## src/rtl/airlock_pkg.sv

```systemverilog
// rtl/airlock_pkg.sv - shared state encoding and 7-segment constants for the airlock timer
package airlock_pkg;

    typedef enum logic [1:0] {
        ST_IDLE = 2'b00,
        ST_RUN  = 2'b01,
        ST_SAT  = 2'b10
    } timer_state_t;

    // Active-low segments, bit order g..a
    localparam logic [6:0] SEG_0     = 7'b1000000;
    localparam logic [6:0] SEG_1     = 7'b1111001;
    localparam logic [6:0] SEG_2     = 7'b0100100;
    localparam logic [6:0] SEG_3     = 7'b0110000;
    localparam logic [6:0] SEG_4     = 7'b0011001;
    localparam logic [6:0] SEG_5     = 7'b0010010;
    localparam logic [6:0] SEG_6     = 7'b0000010;
    localparam logic [6:0] SEG_7     = 7'b1111000;
    localparam logic [6:0] SEG_BLANK = 7'b1111111;
    localparam logic [6:0] SEG_L     = 7'b1000111;
    localparam logic [6:0] SEG_E     = 7'b0000110;
    localparam logic [6:0] SEG_P     = 7'b0001100;

endpackage

```

## src/rtl/seg7_digit.sv

```systemverilog
// rtl/seg7_digit.sv - combinational active-low 7-segment decoder with blanking
module seg7_digit
    import airlock_pkg::*;
#(
    parameter int COUNT_WIDTH = 3
) (
    input  logic [COUNT_WIDTH-1:0] i_value,
    input  logic                   i_blank,
    output logic [6:0]             o_seg
);

    logic [31:0] w_value;
    assign w_value = 32'(i_value);

    // Values beyond a single octal digit show blank rather than garbage
    always_comb begin
        o_seg = SEG_BLANK;
        if (!i_blank) begin
            case (w_value)
                32'd0:   o_seg = SEG_0;
                32'd1:   o_seg = SEG_1;
                32'd2:   o_seg = SEG_2;
                32'd3:   o_seg = SEG_3;
                32'd4:   o_seg = SEG_4;
                32'd5:   o_seg = SEG_5;
                32'd6:   o_seg = SEG_6;
                32'd7:   o_seg = SEG_7;
                default: o_seg = SEG_BLANK;
            endcase
        end
    end

endmodule

```

## src/rtl/airlock_timer.sv

```systemverilog
// rtl/airlock_timer.sv - elapsed-unit counter feeding the airlock interlock FSMs
module airlock_timer
    import airlock_pkg::*;
#(
    parameter int TICK_CYCLES = 250000000,
    parameter int PS_WIDTH    = 28,
    parameter int COUNT_WIDTH = 3
) (
    input  logic                   clock,
    input  logic                   rst,
    input  logic                   rstCounterA,
    input  logic                   rstCounterB,
    input  logic                   hold,
    output logic [COUNT_WIDTH-1:0] counterVal,
    output logic                   tick,
    output logic                   saturated,
    output logic                   running,
    output logic [6:0]             display
);

    localparam logic [PS_WIDTH-1:0]    PS_LAST   = PS_WIDTH'(TICK_CYCLES - 1);
    localparam logic [COUNT_WIDTH-1:0] COUNT_MAX = {COUNT_WIDTH{1'b1}};

    timer_state_t            r_state,     w_state_next;
    logic [PS_WIDTH-1:0]     r_prescaler, w_prescaler_next;
    logic [COUNT_WIDTH-1:0]  r_count,     w_count_next;
    logic                    r_tick,      w_tick_next;
    logic                    r_saturated;
    logic                    r_running;
    logic                    w_restart;
    logic [COUNT_WIDTH-1:0]  w_count_inc;

    assign w_restart   = rstCounterA | rstCounterB;
    assign w_count_inc = r_count + COUNT_WIDTH'(1);

    always_ff @(posedge clock or posedge rst) begin
        if (rst) begin
            r_state     <= ST_IDLE;
            r_prescaler <= '0;
            r_count     <= '0;
            r_tick      <= 1'b0;
            r_saturated <= 1'b0;
            r_running   <= 1'b0;
        end else begin
            r_state     <= w_state_next;
            r_prescaler <= w_prescaler_next;
            r_count     <= w_count_next;
            r_tick      <= w_tick_next;
            r_saturated <= (w_state_next == ST_SAT);
            r_running   <= (w_state_next == ST_RUN);
        end
    end

    // Restart outranks hold, which outranks prescaler advance
    always_comb begin
        w_state_next     = r_state;
        w_prescaler_next = r_prescaler;
        w_count_next     = r_count;
        w_tick_next      = 1'b0;
        case (r_state)
            ST_IDLE: begin
                if (w_restart) begin
                    w_state_next     = ST_RUN;
                    w_prescaler_next = '0;
                    w_count_next     = '0;
                end
            end
            ST_RUN: begin
                if (w_restart) begin
                    w_prescaler_next = '0;
                    w_count_next     = '0;
                end else if (!hold) begin
                    if (r_prescaler == PS_LAST) begin
                        w_prescaler_next = '0;
                        w_count_next     = w_count_inc;
                        w_tick_next      = 1'b1;
                        if (w_count_inc == COUNT_MAX) begin
                            w_state_next = ST_SAT;
                        end
                    end else begin
                        w_prescaler_next = r_prescaler + PS_WIDTH'(1);
                    end
                end
            end
            ST_SAT: begin
                w_prescaler_next = '0;
                w_count_next     = COUNT_MAX;
                if (w_restart) begin
                    w_state_next = ST_RUN;
                    w_count_next = '0;
                end
            end
            default: begin
                w_state_next     = ST_IDLE;
                w_prescaler_next = '0;
                w_count_next     = '0;
            end
        endcase
    end

    seg7_digit #(
        .COUNT_WIDTH (COUNT_WIDTH)
    ) u_seg7_digit (
        .i_value (r_count),
        .i_blank ((r_state != ST_RUN) && (r_state != ST_SAT)),
        .o_seg   (display)
    );

    assign counterVal = r_count;
    assign tick       = r_tick;
    assign saturated  = r_saturated;
    assign running    = r_running;

endmodule

```

## config.mk

```make
export PLATFORM = sky130hd
export DESIGN_NAME = airlock_timer
export DESIGN_NICKNAME = d
export VERILOG_FILES = /design/src/rtl/airlock_pkg.sv /design/src/rtl/seg7_digit.sv /design/src/rtl/airlock_timer.sv
export SDC_FILE = /design/constraint.sdc
export NUM_CORES = 1
export LEC_CHECK = 0
export CELL_PAD_IN_SITES_DETAIL_PLACEMENT = 2
export CELL_PAD_IN_SITES_GLOBAL_PLACEMENT = 2
export CORE_ASPECT_RATIO = 1.4
export CORE_MARGIN = 5
export CORE_UTILIZATION = 40
export CTS_BUF_LIST = sky130_fd_sc_hd__clkbuf_16
export CTS_CLUSTER_SIZE = 12
export DETAILED_ROUTE_END_ITERATION = 6
export PLACE_DENSITY_LB_ADDON = 0.05
export SLEW_MARGIN = 20
export SYNTH_ARGS = -nofsm -noshare
export SYNTH_HDL_FRONTEND = slang
export SYNTH_HIERARCHICAL = 1
export SYNTH_SLANG_ARGS = --single-unit
```

## constraint.sdc

```tcl
create_clock -name clock -period 6.8 [get_ports clock]
set_clock_uncertainty 0.1 [all_clocks]
set_input_delay 1.36 -clock clock [delete_from_list [all_inputs] [get_ports clock]]
set_output_delay 1.36 -clock clock [all_outputs]
set_load 0.02 [all_outputs]
```

## Word level (Yosys, flattened, before mapping)

Memory sizes are Yosys's and may differ from the RTL's.
Cells that the tools add are included.

- Add/sub/neg operators: 2
- Equal/unequal tests: 11
- Muxes and demuxes: 22
- Bitwise logic cells: 1
- Reductions and logical operators: 5

Operator list:

| kind | count |
|---|---|
| $mux W28 | 4 |
| $pmux W28 S2 | 1 |
| $add A28 B1 Y28 const B | 1 |
| $eq A28 B28 Y1 const B | 1 |
| $mux W3 | 5 |
| $mux W2 | 5 |
| $pmux W3 S3 | 1 |
| $mux W7 | 1 |
| $ne A3 B3 Y1 const B | 2 |
| $eq A2 B1 Y1 const B | 2 |
| $eq A2 B2 Y1 const B | 2 |
| $mux W1 | 4 |
| $ne A2 B2 Y1 const B | 2 |
| $pmux W2 S2 | 1 |
| $add A3 B1 Y3 const B | 1 |
| $eq A3 B3 Y1 const B | 1 |
| $reduce_and A3 Y1 | 1 |
| $logic_not A2 Y1 | 1 |
| $ne A2 B1 Y1 const B | 1 |
| $reduce_and A2 Y1 | 1 |
| $reduce_or A2 Y1 | 1 |
| $logic_and A1 B1 Y1 | 1 |
| $or A1 B1 Y1 | 1 |

- Register bits after elaboration: 36
- Memory bits (read-only): 56
- Input port bits: 5
- Output and inout bits: 13
- Logic and storage cells: 48
- Memories kept: 1

Memory list:

| memory | depth | width | rd ports | clocked after memory_dff | write ports | line | RTL |
|---|---|---|---|---|---|---|---|
| (name not given) | 8 | 7 | 1 | 0 | 0 | seg7_digit.sv:19 | `case (w_value)` |

## Logic depth before layout (Yosys ltp)

Gate-level depths: netlist (run 1).

- Depth in word-level cells: 8
- Depth in mapped cells: 9
- Depth with buffers taken out: 7

## By module

The synthesis (run 1) kept the hierarchy.

Modules (own cells, without submodules):

| module | instances | cells an instance | area each (um^2) | sequential area each (um^2) |
|---|---|---|---|---|
| airlock_timer | 1 | 220 | 2109.5 | 900.9 |
| seg7_digit | 1 | 20 | 148.9 | 0.0 |

## Worst setup path after synthesis (run 1)

No wires, ideal clock.

- Path type: flip-flop to output port
- Start: register r_count[0], in the netlist counterVal[0]
- End: output port display[5]
- Data arrival time: 1.324 ns
- Data required time: 5.340 ns
- Setup slack: 4.016 ns
- Stages on the path, launching flop included: 4
- Buffers on the path: 0
- Cell sequence: dfrtp_1 > inv_1 > ha_1 > o21ai_0

- Longest elaborated chain between the ends: 2

RTL lines:

| item | line | RTL |
|---|---|---|
| from (decl) | airlock_timer.sv:26 | `logic [COUNT_WIDTH-1:0] r_count, w_count_next;` |
| from (signal assigned) | airlock_timer.sv:47 | `r_count <= w_count_next;` |
| $mem_v2 Z8 W7 | n/a |  |
| $mux W7 | seg7_digit.sv:18 | `if (!i_blank) begin` |
| to (decl) | airlock_timer.sv:18 | `output logic [6:0] display` |

No other way between the ends.

## Final worst setup path (run 1)

- Start: register r_state[0]
- End: output port display[6]

- Longest elaborated chain between the ends: 3
- Elaborated cells on any way between the ends: 4
- Classes of those cells: eq/ne: 2; mux: 1; reduce/logical: 1

RTL lines:

| item | line | RTL |
|---|---|---|
| from (decl) | airlock_timer.sv:24 | `timer_state_t r_state, w_state_next;` |
| from (signal assigned) | airlock_timer.sv:45 | `r_state <= w_state_next;` |
| $ne A2 B1 Y1 / $ne A2 B2 Y1 (equally long branches) | airlock_timer.sv:105 | `.i_blank ((r_state != ST_RUN) && (r_state != ST_SAT)),` |
| $logic_and A1 B1 Y1 * | airlock_timer.sv:105 |  |
| $mux W7 * | seg7_digit.sv:18 |  |

Mark *: on every way between the ends. The rest lies on a longest branch, timed or not.

==> impl_metrics.env, run 1 <==
export IMPL_cp_start_kind="flip-flop"
export IMPL_path_clk_slew_ns=0.06
export IMPL_wl_per_cell_um=18.6
export IMPL_async_flop_share=1.00
export IMPL_synth_compound_area_frac=0.0842
export IMPL_cp_depth=6
export IMPL_core_mm2=0.00549
export IMPL_dpl_hpwl_um=4240
export IMPL_grt_pass1_wl_um=10200
export IMPL_ctsRootBufferMaster="clkbuf_16"
export IMPL_synth_area_leaders="dfrtp_1 40%, xor2_1 10%, ha_1 6.6%, nor2_1 6.3%, nand4_1 4.7%"
export IMPL_fin_crit_ns=3.65
export IMPL_synthMuxAreaShare=0
export IMPL_antenna_found_initial=0
export IMPL_peakVddDrop_v=0.000124
export IMPL_critical_path_max_fanout=6
export IMPL_top_layer="met4"
export IMPL_syn_nets=257
export IMPL_wirelength_um=6040
export IMPL_cts_htree_levels=2
export IMPL_wl_met1_um=2350
export IMPL_cts_setup_buffers=0
export IMPL_hp_class="flip-flop to flip-flop"
export IMPL_met3_length_um=113
export IMPL_yosys_area_share_simple=0.307
export IMPL_crit_type="flip-flop to primary output"
export IMPL_numClockSinks=36
export IMPL_setup_tns_ns=0
export IMPL_max_stage_delay_ns=0.64
export IMPL_grt_pass1_vias=2048
export IMPL_clock_fmax_mhz=274
export IMPL_synth_seq_cells=36
export IMPL_dr_pass1_iters=4
export IMPL_holdBufCountCts=0
export IMPL_drc=0
export IMPL_synth_top_family_by_area="simple AND/OR/NAND/NOR gates"
export IMPL_maxCapViolations=0
export IMPL_drv_slew=0
export IMPL_tightest_slew_ns=1.12
export IMPL_synth_top_area_cell="dfrtp_1"
export IMPL_crit_top_cell="inv_1"
export IMPL_p_leak_nw=1.10
export IMPL_clk_latency_ns=0.28
export IMPL_synth_warnings=6
export IMPL_fp_row_count=32
export IMPL_rsz0062_at_grt="no"
export IMPL_first_iter_violations=40
export IMPL_die_y_um=98.9
export IMPL_io_pins=18
export IMPL_cts_path_max_buffers=2
export IMPL_crit_family="buffers and inverters"
export IMPL_synthFlopType="dfrtp_1"
export IMPL_reg2reg_depth=6
export IMPL_crit_arrival_ns=2.19
export IMPL_start_util=0.412
export IMPL_n_antenna_cell=0
export IMPL_synthAdderAreaFrac=0.0665
export IMPL_tritoncts="built"
export IMPL_avgSynthCellArea_um2=9.41
export IMPL_areaGrowthSynthToFinish_pct=15.2
export IMPL_seq_area_frac_synth=0.399
export IMPL_synthXorXnorAreaFrac=0.105
export IMPL_end_kind="primary output"
export IMPL_io_buffers=17
export IMPL_grt_usage=0.182
export IMPL_run_status="completed"
export IMPL_crit_slowest_cell="clkdlybuf4s50_1"
export IMPL_timing_slew_headroom=0.251
export IMPL_critPathRequiredTime_ns=5.34
export IMPL_dieWidth_um=73.5
export IMPL_grt_max_degree=37
export IMPL_min_path_cells=1
export IMPL_grt_ovfl_total=0
export IMPL_seqCellArea_um2=901
export IMPL_ctsResizeCount=0
export IMPL_synth_distinct_cells=47
export IMPL_wl_met2_um=3490
export IMPL_synth_edf_count=0
export IMPL_routed_via_count=1838
export IMPL_fin_crit_sh=0.537
export IMPL_fill_cells=618
export IMPL_yosys_top_cells_count="38 x nor2_1, 36 x dfrtp_1, 26 x xor2_1, 17 x nand4_1, 16 x nand2_1"
export IMPL_cp_cell_sequence="inv_1 -> ha_1 -> inv_1 -> a21oi_1 -> o21ai_0 -> clkdlybuf4s50_1"
export IMPL_cts_buffers=5
export IMPL_hold_violations=0
export IMPL_synth_area_mm2=0.00226
export IMPL_synth_cells=240
export IMPL_dieArea_mm2=0.00727
export IMPL_powerDensity_mw_per_mm2=246
export IMPL_setup_viol=0
export IMPL_vias_per_cell=5.66
export IMPL_multi_input_area_mm2=0.00127
export IMPL_yosysMostFrequentCell="nor2_1"
export IMPL_power_mw=0.639
export IMPL_ant_nets=0
export IMPL_layout_drive_gt1_share=0.0661
export IMPL_nNetsFinal=274
export IMPL_path_buf_inv=3
export IMPL_synth_top_area_share=0.399
export IMPL_holdWs_ns=0.443
export IMPL_gp_congestion=0.739
-- worst register-to-register path: stages, from the launching register on --
cell and delay (ns):
dfrtp_1 0.41, ha_1 0.26, and3_1 0.20, nand4b_1 0.19, o32ai_2 0.48, nand2b_1 0.86
nor2_1 0.17
-- power by group --
part | switching, mW | internal (mW)
Combinational | 0.113 | 0.0793
Clock | 0.0873 | 0.131
Sequential | 0.00673 | 0.222
Total | 0.207 | 0.432
-- placed cells by master, fill, tap and decap left out, types with 2 or more instances in the layout --
cell type / count
nor2_1: 38
o21ai_1: 3
or2_1: 2
nand4_1: 17
ha_1: 12
nor4_4: 2
nand4b_1: 3
a21o_1: 4
nand2_1: 16
clkdlybuf4s50_1: 17
nor4_1: 2
clkbuf_16: 5
nor3_1: 5
xor2_1: 26
nor4bb_1: 2
a21oi_1: 4
dfrtp_1: 36
and2_1: 4
nor2b_1: 2
o2111ai_1: 2
o21ai_0: 4
nand2b_1: 4
and3_1: 4
nand3_1: 11
clkinv_1: 2
inv_1: 9
-- registers in the layout (all words and copies together) (netlist names) --
register,flops
tick,1
counterVal,3
r_prescaler,28
running,1
saturated,1
r_state,2
-- metrics by stage --
step	area, um^2	setup WS (ns)	std cells	utilization
after floorplan	2260	4.02	240	-
after global placement	2470	3.06	318	0.450
after detailed placement	2470	3.00	318	0.450
after CTS	2600	3.10	325	0.474
after global routing	2600	3.02	325	0.474
final	2600	3.15	325	0.474
-- area by class of cell --
class,instances,area share
clock buffers,5,0.0481
clock inverters,2,0.00289
inverters,9,0.0130
multi-input cells,187,0.489
flip-flops and latches,36,0.346
well taps,68,0.0327
repair buffers,18,0.0683
-- logic make-up (layout without fill, tap and decap cells) --
| family | after synthesis | count (layout) |
|---|---|---|
| AND/OR/NAND/NOR | 122 | 122 |
| AO/OA/AOI/OAI | 26 | 26 |
| XOR/XNOR | 27 | 27 |
| buffers and inverters | 17 | 34 |
| adder cells (fa/ha/maj) | 12 | 12 |
| flip-flops | 36 | 36 |
-- final timing paths --
path	endpoint	slack, ns	start
worst min-delay path	r_prescaler[0]	0.44	r_prescaler[0]
worst min register to register	r_prescaler[0]	0.44	r_prescaler[0]
min in group asynchronous	r_prescaler[0]	1.41	rst
worst max register to register	r_prescaler[15]	3.96	r_prescaler[0]
max in group asynchronous	r_prescaler[27]	4.85	rst
worst max-delay path	display[6]	3.15	r_state[0]
-- layer usage --
layer,GRT usage,vias to the layer above
met2,0.345,16
met4,0.0642,0
li1,-,872
met5,0,-
met3,0.0245,8
met1,0.196,942
Note: power is estimated with default switching activity, not from simulation.
==> run 2: changes to the inputs <==
Settings changed: CORE_UTILIZATION 40 to 37.
Clock period 6.8 ns to 3.8 ns, I/O delays scaled along.
==> impl_metrics.env, run 2 (synthesis results as in run 1) <==
export IMPL_hold_end="r_prescaler[26]"
export IMPL_routed_via_count=1868
export IMPL_critical_path_max_fanout=6
export IMPL_grt_pass1_vias=2080
export IMPL_fill_cells=678
export IMPL_peakVddDrop_v=0.000161
export IMPL_holdBufCountCts=0
export IMPL_first_iter_violations=42
export IMPL_ant_nets=0
export IMPL_io_buffers=17
export IMPL_dr_pass1_iters=4
export IMPL_cts_setup_buffers=0
export IMPL_final_common_cell="nor2_1"
export IMPL_numClockSinks=36
export IMPL_p_leak_nw=1.13
export IMPL_drc=0
export IMPL_drv_slew=0
export IMPL_grt_usage=0.167
export IMPL_final_cell_mix="38 x nor2_1, 36 x dfrtp_1, 26 x xor2_1"
export IMPL_path_clk_slew_ns=0.05
export IMPL_r2r_start="r_state[1]"
export IMPL_maxCapViolations=0
export IMPL_fin_crit_ns=3.08
export IMPL_stdcell_count=331
export IMPL_io_pins=18
export IMPL_end_kind="primary output"
export IMPL_place_inst=323
export IMPL_cts_path_max_buffers=2
export IMPL_grt_pass1_wl_um=10500
export IMPL_start_util=0.382
export IMPL_largest_register_ffs=28
export IMPL_fin_ws_ns=0.723
export IMPL_min_path_cells=2
export IMPL_critPathRequiredTime_ns=2.94
export IMPL_cp_start_kind="flip-flop"
export IMPL_crit_type="flip-flop to primary output"
export IMPL_hold_violations=0
export IMPL_crit_arrival_ns=2.22
export IMPL_dpl_hpwl_um=4420
export IMPL_regMostFlops="r_prescaler"
export IMPL_nNetsFinal=277
export IMPL_worstReg2RegEnd="r_prescaler[25]"
export IMPL_clk_latency_ns=0.28
export IMPL_ctsResizeCount=0
export IMPL_cts_htree_levels=2
export IMPL_fin_crit_sh=0.810
export IMPL_vias_per_cell=5.64
export IMPL_fp_row_count=33
export IMPL_die_y_um=102
export IMPL_place_area_mm2=0.00249
export IMPL_setup_tns_ns=0
export IMPL_tritoncts="built"
export IMPL_tightest_slew_ns=0.988
export IMPL_cts_buffers=5
export IMPL_design_area_mm2=0.00264
export IMPL_clock_fmax_mhz=325
export IMPL_gp_congestion=0.762
export IMPL_timing_slew_headroom=0.341
export IMPL_grt_ovfl_total=0
export IMPL_grt_max_degree=27
export IMPL_areaGrowthSynthToFinish_pct=16.7
export IMPL_place_ws_ns=0.825
export IMPL_rsz0062_at_grt="no"
export IMPL_hold_start="r_prescaler[26]"
export IMPL_dieArea_mm2=0.00779
export IMPL_wl_per_cell_um=18.4
export IMPL_reg2reg_depth=7
export IMPL_run_status="completed"
export IMPL_layout_drive_gt1_share=0.0805
export IMPL_ctsRootBufferMaster="clkbuf_16"
export IMPL_hp_class="flip-flop to flip-flop"
export IMPL_setup_viol=0
export IMPL_powerDensity_mw_per_mm2=432
export IMPL_n_antenna_cell=0
export IMPL_reg2reg_setup_slack_ns=1.28
export IMPL_wirelength_um=6090
export IMPL_core_mm2=0.00590
export IMPL_dieWidth_um=76.0
export IMPL_antenna_found_initial=0
## run 2: where the power goes
part	internal, mW	leakage, nW	total (mW)	switching (mW)
Combinational	0.145	0.556	0.341	0.196
Sequential	0.397	0.497	0.411	0.0138
Clock	0.236	0.0738	0.388	0.152
Total	0.778	1.13	1.14	0.362
## run 2: metrics by stage
step	util	power, mW	hold WS [ns]
2_1_floorplan	-	0.634	0.389
4_1_cts	0.445	1.16	0.470
3_5_place_dp	0.422	0.768	0.448
6_report	0.446	1.14	0.465
5_1_grt	0.446	1.21	0.509
3_3_place_gp	0.422	0.761	0.430
## run 2: how the worst max path moves through the flow
stage,from,end,slack [ns],cells past startpoint
finish,r_state[0],display[5],0.72,6
detailed placement,rstCounterB,r_prescaler[25],0.82,7
global route,r_state[0],display[5],0.57,6
CTS,r_state[0],display[5],0.65,6
global placement,rstCounterB,r_prescaler[23],0.85,7
floorplan,counterVal[0],display[5],1.62,3
## run 2: routing by layer
metal,wire [um],GRT usage,up-vias
met5,0,0,-
met3,156,0.0229,5
met4,64,0.0452,0
met2,3430,0.328,25
met1,2440,0.187,959
li1,-,-,879
## run 2: layout make-up
cell class | instances | area, um^2 | share of cell area
tap | 70 | 87.6 | 0.0332
timing repair buffer | 21 | 200 | 0.0760
clock buffer | 5 | 125 | 0.0475
multi-input combinational | 187 | 1280 | 0.484
sequential | 36 | 901 | 0.342
inverter | 9 | 33.8 | 0.0128
clock inverter | 3 | 11.3 | 0.00427
## run 2: critical path, stage by stage, from the launching register on
cell	delay, ns
dfrtp_1	0.41
inv_1	0.10
ha_1	0.38
inv_1	0.19
a21oi_1	0.08
o21ai_0	0.13
clkdlybuf4s50_1	0.65
==> run 3: changes to the inputs <==
Clock period 3.8 ns to 2.9 ns, I/O delays scaled along.
==> impl_metrics.env, run 3 (synthesis results as in run 1) <==
export IMPL_power_frac_clock=0.382
export IMPL_p_leak_nw=1.15
export IMPL_hp_class="flip-flop to flip-flop"
export IMPL_p_seq_frac=0.334
export IMPL_routed_via_count=1870
export IMPL_powerDensity_mw_per_mm2=604
export IMPL_design_area_mm2=0.00268
export IMPL_grt_pass1_vias=2186
export IMPL_cp_start_kind="flip-flop"
export IMPL_nNetsFinal=279
export IMPL_critPathRequiredTime_ns=2.22
export IMPL_regMostFlops="r_prescaler"
export IMPL_clk_latency_ns=0.28
export IMPL_crit_slowest_cell="clkdlybuf4s50_1"
export IMPL_top_layer="met4"
export IMPL_antenna_found_initial=0
export IMPL_intPower_mw=1.11
export IMPL_gp_congestion=0.737
export IMPL_dr_pass1_iters=4
export IMPL_crit_family="buffers and inverters"
export IMPL_critical_path_max_fanout=6
export IMPL_vias_per_cell=5.62
export IMPL_p_switching_mw=0.510
export IMPL_run_status="completed"
export IMPL_wl_met1_um=2500
export IMPL_fin_ws_ns=0.148
export IMPL_holdBufCountCts=0
export IMPL_place_area_mm2=0.00251
export IMPL_n_antenna_cell=0
export IMPL_combPwrFrac=0.284
export IMPL_grt_ovfl_total=0
export IMPL_grt_max_degree=37
export IMPL_ant_nets=0
export IMPL_final_common_cell="nor2_1"
export IMPL_core_mm2=0.00590
export IMPL_crit_type="flip-flop to primary output"
export IMPL_cts_buffers=5
export IMPL_dieWidth_um=76.0
export IMPL_setup_tns_ns=0
export IMPL_crit_arrival_ns=2.07
export IMPL_end_kind="primary output"
export IMPL_dpl_hpwl_um=4640
export IMPL_rsz0062_at_grt="no"
export IMPL_met3_length_um=104
export IMPL_drv_slew=0
export IMPL_ctsRootBufferMaster="clkbuf_16"
export IMPL_layout_drive_gt1_share=0.0989
export IMPL_fin_crit_sh=0.949
export IMPL_wl_met2_um=3800
export IMPL_start_util=0.382
export IMPL_cts_setup_buffers=0
export IMPL_switching_share=0.315
export IMPL_grt_usage=0.178
export IMPL_setup_viol=0
export IMPL_grt_pass1_wl_um=11000
export IMPL_hold_violations=0
export IMPL_drc=0
export IMPL_first_iter_violations=38
export IMPL_wl_per_cell_um=19.5
export IMPL_dieArea_mm2=0.00779
export IMPL_fp_row_count=33
export IMPL_timing_slew_headroom=0.656
export IMPL_areaGrowthSynthToFinish_pct=18.7
export IMPL_cp_cell_sequence="inv_1 -> ha_1 -> inv_2 -> nand2b_1 -> clkdlybuf4s50_1"
export IMPL_max_stage_delay_ns=0.60
export IMPL_numClockSinks=36
export IMPL_tightest_slew_ns=0.514
export IMPL_path_clk_slew_ns=0.06
export IMPL_cts_path_max_buffers=2
export IMPL_cts_htree_levels=2
export IMPL_place_ws_ns=0.218
export IMPL_die_y_um=102
export IMPL_fin_crit_ns=2.75
export IMPL_clock_fmax_mhz=363
export IMPL_final_cell_mix="38 x nor2_1, 36 x dfrtp_1, 26 x xor2_1"
export IMPL_largest_register_ffs=28
export IMPL_io_pins=18
export IMPL_path_buf_inv=3
export IMPL_maxCapViolations=0
export IMPL_tritoncts="built"
export IMPL_peakVddDrop_v=0.000280
export IMPL_io_buffers=17
export IMPL_wirelength_um=6480
## run 3: cell count changes in the layout (fill, tap and decap cells not counted), sizes merged
cell and delta:
inv -2, bufinv +1, clkinvlp +1, buf +2, clkdlybuf4s50 -3, dlymetal6s2s +2
dlygate4sd2 +1
## run 3: worst paths after layout
| kind | depth (start not counted) | endpoint | start | slack, ns |
|---|---|---|---|---|
| worst min register to register | 1 | r_prescaler[0] | r_prescaler[0] | 0.46 |
| worst max-delay path | 5 | display[1] | r_state[0] | 0.15 |
| max in group asynchronous | 3 | r_prescaler[13] | rst | 1.72 |
| min in group asynchronous | 3 | r_state[0] | rst | 0.62 |
| worst min-delay path | 1 | r_prescaler[0] | r_prescaler[0] | 0.46 |
| worst max register to register | 7 | r_prescaler[11] | r_prescaler[0] | 0.52 |
## run 3: layout make-up
cell class                 count  area [um^2]
multi-input combinational    187         1270
sequential                    36          901
tap                           70         87.6
timing repair buffer          23          219
inverter                       9         33.8
fill                         648         3220
clock buffer                   5          125
clock inverter                 3         42.5
## run 3: repair_timing
item | CTS | global route
gates resized for setup | 1 | 3
endpoints found under the hold margin | 0 | 0
setup endpoints to repair | 1 | 3
## run 3: power groups by stage
stage	Combinational [mW]	Clock [mW]	Sequential, mW
CTS	0.470	0.641	0.541
floorplan	0.277	0	0.553
detailed placement	0.470	0	0.549
global placement	0.450	0	0.545
finish	0.460	0.618	0.540
global route	0.503	0.666	0.542
## run 3: through the flow
stage,cells,utilization,power (mW),hold slack (ns)
after floorplan,240,-,0.831,0.389
after global placement,325,0.425,0.995,0.430
after detailed placement,325,0.425,1.02,0.427
after CTS,333,0.453,1.65,0.468
after global routing,333,0.454,1.71,0.506
final,333,0.454,1.62,0.465
## run 3: routing by layer
layer,vias up,GRT usage
met3,5,0.0282
met4,0,0.0575
met1,971,0.180
met5,-,0
li1,880,-
met2,14,0.363
